**config.mk**
```make
export PLATFORM = sky130hd
export DESIGN_NAME = i2s_tx_serializer
export DESIGN_NICKNAME = d
export VERILOG_FILES = /design/src/rtl/i2s_tx_serializer.sv
export SDC_FILE = /design/constraint.sdc
export NUM_CORES = 1
export LEC_CHECK = 0
export CAP_MARGIN = 40
export CORE_UTILIZATION = 25
export CTS_CLUSTER_DIAMETER = 100
export CTS_CLUSTER_SIZE = 24
export DETAILED_ROUTE_END_ITERATION = 7
export GPL_TIMING_DRIVEN = 0
export SLEW_MARGIN = 10
export SYNTH_ARGS = -nofsm -noshare
export SYNTH_HDL_FRONTEND = slang
export SYNTH_SLANG_ARGS = --single-unit
export TNS_END_PERCENT = 30
```
**constraint.sdc**
```tcl
create_clock -name clk_i -period 2.29 [get_ports clk_i]
set_input_delay 0.3435 -clock clk_i [delete_from_list [all_inputs] [get_ports clk_i]]
set_output_delay 0.3435 -clock clk_i [all_outputs]
set_load 0.03 [all_outputs]
```
**src/rtl/i2s_tx_serializer.sv**
```systemverilog
// I2S master-transmit serializer.
// Follows the upstream ws-generator slot state and pops one FIFO word per slot.
// Each word is shifted out MSB-first on sd; all state changes on the falling SCK edge.
// The one-edge lag behind the generator gives the Philips one-bit data delay.
// ws_state_i encoding: 2'd0 = IDLE, 2'd1 = L, 2'd2 = R.
module i2s_tx_serializer #(
    parameter int DATA_W = 32
) (
    input  logic              clk_i,
    input  logic              rst_i,
    input  logic [1:0]        ws_state_i,
    input  logic              frame32_i,
    input  logic [DATA_W-1:0] tx_data_i,
    input  logic              tx_empty_i,
    output logic              tx_rd_o,
    output logic              sd_o,
    output logic              busy_o,
    output logic              underrun_o
);

    localparam logic [1:0] WS_IDLE = 2'd0;

    logic [31:0] shreg_q, shreg_d;
    logic [4:0]  bitcnt_q, bitcnt_d;
    logic        busy_q, busy_d;
    logic        frame32_q, frame32_d;
    logic        tx_rd_q, tx_rd_d;
    logic        underrun_q, underrun_d;

    logic [4:0]  last;
    logic        slot_start;
    logic [31:0] word_aligned;

    // The slot length is latched at slot start, so mid-slot frame32 changes are ignored.
    assign last       = frame32_q ? 5'd31 : 5'd15;
    // A new slot begins when idle, or back-to-back right after the last bit of the previous slot.
    assign slot_start = (ws_state_i != WS_IDLE) && (!busy_q || bitcnt_q == last);
    // Left-align the word in the 32-bit slot; unused LSB positions shift out as 0.
    assign word_aligned = 32'(tx_data_i) << (32 - DATA_W);

    // Next-state: new slot load, shift, or end-of-slot idle, in that priority.
    always_comb begin
        shreg_d    = shreg_q;
        bitcnt_d   = bitcnt_q;
        busy_d     = busy_q;
        frame32_d  = frame32_q;
        tx_rd_d    = 1'b0;
        underrun_d = 1'b0;
        if (slot_start) begin
            bitcnt_d  = 5'd0;
            busy_d    = 1'b1;
            frame32_d = frame32_i;
            if (!tx_empty_i) begin
                shreg_d = word_aligned;
                tx_rd_d = 1'b1;
            end else begin
                shreg_d    = 32'h0;
                underrun_d = 1'b1;
            end
        end else if (busy_q && bitcnt_q != last) begin
            shreg_d  = {shreg_q[30:0], 1'b0};
            bitcnt_d = bitcnt_q + 5'd1;
        end else if (busy_q) begin
            busy_d  = 1'b0;
            shreg_d = 32'h0;
        end
    end

    // Falling-edge state register; reset discards any partial word.
    always_ff @(negedge clk_i) begin
        if (rst_i) begin
            shreg_q    <= 32'h0;
            bitcnt_q   <= 5'd0;
            busy_q     <= 1'b0;
            frame32_q  <= 1'b1;
            tx_rd_q    <= 1'b0;
            underrun_q <= 1'b0;
        end else begin
            shreg_q    <= shreg_d;
            bitcnt_q   <= bitcnt_d;
            busy_q     <= busy_d;
            frame32_q  <= frame32_d;
            tx_rd_q    <= tx_rd_d;
            underrun_q <= underrun_d;
        end
    end

    assign sd_o       = shreg_q[31];
    assign busy_o     = busy_q;
    assign tx_rd_o    = tx_rd_q;
    assign underrun_o = underrun_q;

endmodule
```
# [Word level (Yosys, flattened, before mapping)]
# Index checks and enable logic that the tools add are counted.
[word_totals] ff_bits=41 latch_bits=0 ram_bits=0 mem_bits_ro=0 n_memories=0
[op_classes] n_addsub=1 multipliers=0 div=0 magnitude_cmp=0 eq_ne=3 shift=0 muxes=9 n_bitwise=1 n_reduce_logical=8
[ops] cell="$mux W32" count=4
[ops] cell="$add A5 B1 Y5 const B" count=1
[ops] cell="$eq A5 B5 Y1" count=1
[ops] cell="$mux W5" count=1
[ops] cell="$ne A5 B5 Y1" count=1
[ops] cell="$mux W1" count=4
[ops] cell="$reduce_or A2 Y1" count=2
[ops] cell="$reduce_bool A3 Y1" count=1
[ops] cell="$logic_and A1 B1 Y1" count=2
[ops] cell="$ne A2 B2 Y1 const B" count=1
[ops] cell="$reduce_bool A2 Y1" count=1
[ops] cell="$logic_not A1 Y1" count=1
[ops] cell="$logic_or A1 B1 Y1" count=1
[ops] cell="$not A1 Y1" count=1

# [Depth between registers and ports, before layout]
# Gate-level depths: netlist of run 1.
[depth] depth_word=6 mapped_depth=7 mapped_depth_nobuf=5

==> metrics.md, run 1 <==
| Metric | Value |
|---|---|
| Die Y | 83.31 um |
| R2r setup slk | 0.30 ns |
| CP arrival | 1.96 ns |
| Critical path buffers and inverters | 1 |
| Crit Path Category | flip-flop to primary output |
| Number of buffers created by CTS | 5 |
| Critical Path Start | busy_o |
| Slowest-stage cell, CP | dfxtp_2 |
| Ant diodes | 0 |
| CP delay by family, top | flip-flops |
| Reg clk slew, reported paths | 0.04 ns |
| Vias in the first global route | 1,702 |
| Area Growth Syn to Fin | 58.21% |
| Final wirelength | 4194 um |
| Syn nets | 194 |
| Maximum VDD drop | 0.3041 mV |
| Max Slew Vio Count | 0 |
| H-tree depth | 2 |
| Total iterations of the first detailed-routing run | 4 |
| Worst Skew | 0.01176 ns |
| R2r endpoint | shreg_q[16] |
| Combinational share of power | 0.114 |
| LEAKAGE | 1.209 nW |
| Core box area | 6350 um^2 |
| Most frequent cells in the layout | inv_1, dfxtp_1, clkdlybuf4s50_1 |
| Grt ovf | 0 |
| DRT iter0 DRCs | 41 |
| Cell row count | 29 |
| Failing checks | negative setup slack |
| Max Root-Sink Buffers | 2 |
| DR vias | 1,592 |
| Power density cells | 666.1 nW/um^2 |
| Crit end category | primary output |
| Total Power | 1.742 mW |
| Die ar. | 6941 um^2 |
| Hold_buf cts | 0 |
| Clock power share | 0.446 |
| CP Max Fanout | 2 |
| Register area share after synthesis | 0.4966 |
| Share of post-route cells with drive strength above 1 | 0.2000 |
| Post-route cell area | 2615 um^2 |
| Setup WS pre-CTS | -0.9900 ns |
| Worst-Margin Slew | 0.3945 ns |
| Post-DP HPWL | 2625 um |
| Cells after Synth | 155 |
| Skew-Pair Late Insertion Delay | 0.37 ns |
| Cell Int Power | 1.186 mW |
| Run status | complete, but fails checks |
| HP Class | flip-flop to flip-flop |
| Startpoint types | flip-flop |
| Avg Synthesized Cell Area | 10.66 um^2 |
| Total GRT Usage | 0.1317 |
| TritonCTS clock tree | done |
| Psw | 556.2 uW |
| Hold Path Origin | shreg_q[24] |
| Ys Warns | 0 |
| Cell Chain, Critical Path | buf_6 |
| Instance count on the critical path | 1 |
| Final hold violations | 0 |
| CP peak stage delay | 0.32 ns |
| RSZ-0062 raised after global routing | yes |
| CTS Sinks | 41 |
| Cell Area, Synth | 1653 um^2 |
| Cell Area, Placed | 2178 um^2 |
| Sw frac | 0.3193 |
| Worst setup path endpoint | busy_o |
| Number of port buffers | 41 |
| Most common cell after layout, fill and taps aside | inv_1 |
| Fillers | 641 |
| Rel. slew slack | 0.7352 |
| Setup violators final | 2 |
| Remaining DRCs | 0 |
| Yosys cell types | 32 |
| Largest net degree at the start of global routing | 15 |
| Sequential share of power | 0.440 |
| Crit Reg-Reg Startpoint | bitcnt_q[0] |
| Initial antenna violation count | 0 |
| Worst path required time | 1.95 ns |
| Initial Util | 0.2603 |
| Antenna-violating nets left | 0 |
| Nets | 293 |
| R2R depth | 6 |
| Clock root cell | clkbuf_8 |
| RePlAce Congestion | 0.7341 |
| Top Ports | 42 |
| FF+latch count, synth | 41 |
| Max Cap Viol | 0 |
| DR vias/cell | 4.795 |
| WHS | 0.4613 ns |
| Final core utilization | 0.4118 |
| Die Wd | 83.31 um |
| First-pass GRT wire length | 7272 um |
| Routed len/inst | 12.63 um |
| Setup WS post-layout | -0.008986 ns |
==> through the flow <==
stage	TNS (ns)	instances
after floorplan	-5.923	155
after global placement	-33.83	273
after detailed placement	-34.07	273
after CTS	-0.05746	333
after global routing	-0.2688	332
final	-0.01521	332
==> flip-flops by register name, indices dropped and copies added (netlist names) <==
| name | count |
|---|---|
| shreg_q | 32 |
| underrun_o | 1 |
| frame32_q | 1 |
| busy_o | 1 |
| bitcnt_q | 5 |
| tx_rd_o | 1 |
==> worst min-delay path by stage <==
stage	end	slack, ns	depth (start not counted)
global placement	shreg_q[7]	0.45	1
CTS	shreg_q[2]	0.47	1
global route	shreg_q[25]	0.48	1
finish	shreg_q[25]	0.46	1
floorplan	shreg_q[0]	0.44	1
detailed placement	shreg_q[25]	0.46	1
==> logic make-up (layout without fill, tap and decap cells) <==
| group | Yosys count | count (layout) | synth area share |
|---|---|---|---|
| fa+ha+maj | 1 | 1 | 0.007569 |
| simple gates | 52 | 52 | 0.1840 |
| mux | 1 | 1 | 0.006056 |
| xor+xnor | 2 | 2 | 0.01060 |
| flops | 41 | 41 | 0.4966 |
| compound gates | 43 | 43 | 0.2377 |
| buf+inv | 15 | 115 | 0.05753 |
==> synth_stat cells <==
cell type | n | area share
or2_2 | 1 | 0.0038
and3_1 | 1 | 0.0038
buf_6 | 3 | 0.020
nand3_1 | 4 | 0.012
nor2_1 | 4 | 0.0091
nand4_1 | 1 | 0.0038
o21ai_1 | 1 | 0.0030
a21oi_1 | 5 | 0.015
and2_1 | 31 | 0.12
a2111oi_0 | 1 | 0.0053
o211ai_1 | 1 | 0.0045
nand4b_1 | 1 | 0.0053
xnor2_1 | 1 | 0.0053
o31ai_1 | 1 | 0.0045
a221o_1 | 29 | 0.18
ha_1 | 1 | 0.0076
nor3_1 | 2 | 0.0061
nor4_1 | 1 | 0.0038
mux2i_1 | 1 | 0.0061
dfxtp_1 | 41 | 0.50
and3b_1 | 1 | 0.0053
a221o_2 | 2 | 0.014
a211oi_1 | 1 | 0.0045
a311oi_1 | 1 | 0.0053
nand2_1 | 4 | 0.0091
and3_2 | 1 | 0.0045
buf_8 | 1 | 0.0091
clkbuf_1 | 4 | 0.0091
inv_1 | 3 | 0.0068
a32o_1 | 1 | 0.0061
xor2_1 | 1 | 0.0053
buf_2 | 4 | 0.012
==> layout make-up <==
cell class / count / area [um^2] / share of cell area
sequential: 41 / 825.8 / 0.3158
multi-input combinational: 99 / 769.5 / 0.2943
timing repair buffer: 52 / 544.3 / 0.2081
clock inverter: 44 / 177.7 / 0.06794
buffer: 12 / 125.1 / 0.04785
tap: 77 / 96.34 / 0.03684
clock buffer: 5 / 68.82 / 0.02632
inverter: 2 / 7.507 / 0.002871
==> power by group through the flow <==
stage | logic, mW | clock network (mW) | registers [mW]
6_report | 0.199 | 0.777 | 0.766
5_1_grt | 0.216 | 0.920 | 0.766
4_1_cts | 0.198 | 0.824 | 0.765
3_5_place_dp | 0.172 | 0.112 | 0.774
3_3_place_gp | 0.172 | 0.112 | 0.774
2_1_floorplan | 0.0726 | 0.112 | 0.777
==> timing repair <==
item,CTS,global route
pin swaps,9,9
buffers inserted,9,0
gates resized for setup,62,12
gates cloned,3,0
endpoints found under the setup margin,43,30
==> layer usage <==
layer  GRT usage  wire length, um  up-vias
li1            -                -      788
met1      0.1425             1890      751
met2      0.2034             1948       46
met3     0.07356              286        7
met4     0.07210               69        0
met5           0                0        -
(Power assumes the default switching activity.)
==> inputs of run 2 (changes only) <==
- CORE_UTILIZATION: 25 -> 48
- PLACE_DENSITY: default -> 0.81
- clock period: 2.29 -> 2.5 ns (I/O delays scaled with it)
==> metrics.md, run 2 (synthesis results as in run 1) <==
| Metric | Value |
|---|---|
| Core box area | 3153 um^2 |
| Worst Hold Path Cells | 1 |
| Die Wd | 60.68 um |
| First-pass GRT wire length | 6637 um |
| Max Cap Viol | 0 |
| Rel. slew slack | 0.7173 |
| Final wirelength | 4191 um |
| RSZ-0062 raised after global routing | yes |
| Crit end category | primary output |
| Setup WS post-layout | 0.03234 ns |
| Ant diodes | 0 |
| Initial antenna violation count | 0 |
| Power density cells | 595.1 nW/um^2 |
| Max Slew Vio Count | 0 |
| Total GRT Usage | 0.2445 |
| Share of post-route cells with drive strength above 1 | 0.1680 |
| Largest regs | shreg_q x32, bitcnt_q x5 |
| Setup WS pre-CTS | -0.8494 ns |
| Largest net degree at the start of global routing | 12 |
| DR vias/cell | 5.497 |
| Number of buffers created by CTS | 5 |
| Cell Chain, Critical Path | buf_6 |
| Skew-Pair Late Insertion Delay | 0.42 ns |
| Most frequent cells in the layout | inv_1, dfxtp_1, clkdlybuf4s50_1 |
| R2R depth | 6 |
| Worst path required time | 2.12 ns |
| TritonCTS clock tree | done |
| Run status | finished, final reports clean |
| Number of flip-flops in the largest register | 32 |
| HP Class | flip-flop to flip-flop |
| LEAKAGE | 1.145 nW |
| Area Growth Syn to Fin | 47.24% |
| Clock root cell | clkbuf_4 |
| Reg clk slew, reported paths | 0.07 ns |
| CP Max Fanout | 2 |
| Setup violators final | 0 |
| Vias in the first global route | 1,625 |
| DRT iter0 DRCs | 76 |
| Max Root-Sink Buffers | 2 |
| Critical path buffers and inverters | 1 |
| Hold Path Origin | shreg_q[6] |
| Crit Path Category | flip-flop to primary output |
| RePlAce Congestion | 0.8126 |
| Remaining DRCs | 0 |
| Critical Path Start | busy_o |
| Reg with most FFs | shreg_q |
| Die Y | 60.68 um |
| Nets | 289 |
| CP arrival | 2.09 ns |
| CP peak stage delay | 0.32 ns |
| Maximum VDD drop | 0.3781 mV |
| Total iterations of the first detailed-routing run | 4 |
| Initial Util | 0.5242 |
| Die ar. | 3682 um^2 |
| Grt ovf | 0 |
| Post-DP HPWL | 2522 um |
| Most common cell after layout, fill and taps aside | inv_1 |
| Worst Skew | 0.03052 ns |
| Antenna-violating nets left | 0 |
| CP delay by family, top | flip-flops |
| Crit Reg-Reg Startpoint | bitcnt_q[0] |
| Cell row count | 20 |
| CTS Sinks | 41 |
| H-tree depth | 2 |
| Number of port buffers | 41 |
| Slowest-stage cell, CP | dfxtp_2 |
| DR vias | 1,616 |
| Top Ports | 42 |
| Final hold violations | 0 |
| Worst-Margin Slew | 0.4213 ns |
| R2r endpoint | shreg_q[16] |
| Hold Crit Endpoint | shreg_q[7] |
| Final core utilization | 0.7718 |
| Routed len/inst | 14.26 um |
| R2r setup slk | 0.47 ns |
| Startpoint types | flip-flop |
==> run 2: cell count changes in the layout (fill, tap and decap cells not counted), sizes merged <==
cell and delta:
clkdlybuf4s15 +1, clkinv -1, inv -1, buf -11, clkbuf +5, dlygate4sd2 +1, clkinvlp +1
==> run 2: through the flow <==
step	hold WS (ns)	std cells	instance area (um^2)	TNS, ns	power (mW)
6_report	0.4637	294	2434	0	1.448
2_1_floorplan	0.4432	155	1672	-3.473	0.8803
4_1_cts	0.4712	293	2410	0	1.465
5_1_grt	0.4771	294	2434	-0.05094	1.555
3_3_place_gp	0.4554	240	2137	-27.95	0.9606
3_5_place_dp	0.4614	240	2137	-29.37	0.9665
==> run 2: worst max path at each step <==
stage / endpoint / slack, ns / cells after the start
detailed placement: shreg_q[10] / -0.85 / 6
finish: busy_o / 0.03 / 1
CTS: busy_o / 0.008 / 1
floorplan: shreg_q[1] / -0.11 / 6
global route: sd_o / -0.03 / 1
global placement: shreg_q[10] / -0.80 / 6
==> run 2: metal layers <==
layer  track usage  part of all wire  wire [um]  up-vias
li1              -                 -          -      774
met1        0.2523              0.43       1790      774
met2        0.4144              0.49       2063       58
met3        0.1215             0.066        277       10
met4        0.1169             0.014         60        0
met5             0                 0          0        -
==> run 2: worst reg2reg max path: stages, from the launching register on <==
cell and delay (ns):
dfxtp_1 0.38, ha_1 0.22, nand3_1 0.17, o21ai_1 0.41, nor2_1 0.17, buf_2 0.22
a221o_2 0.34
==> run 2: layout make-up <==
cell class	instances	area, um^2
well taps	44	55.05
plain buffers	12	113.9
inverters	2	7.507
multi-input cells	99	763.2
fillers	234	719.4
clock buffers	5	37.54
repair buffers	48	467.9
clock inverters	43	162.7
flip-flops and latches	41	825.8
==> run 2: report_power, final <==
| group | switching (mW) | leakage [nW] | total (mW) | internal (mW) |
|---|---|---|---|---|
| clock network | 0.396 | 0.247 | 0.580 | 0.184 |
| logic | 0.0674 | 0.563 | 0.168 | 0.101 |
| registers | 0.0166 | 0.335 | 0.700 | 0.683 |
==> run 2: repair_timing <==
item / in CTS / in global routing
endpoints found under the hold margin: 0 / 0
hold buffers: 0 / 0
endpoints found under the setup margin: 42 / 9
gates cloned: 3 / 0
gates resized for setup: 49 / 6
setup buffers: 3 / 1
pin swaps: 5 / 1
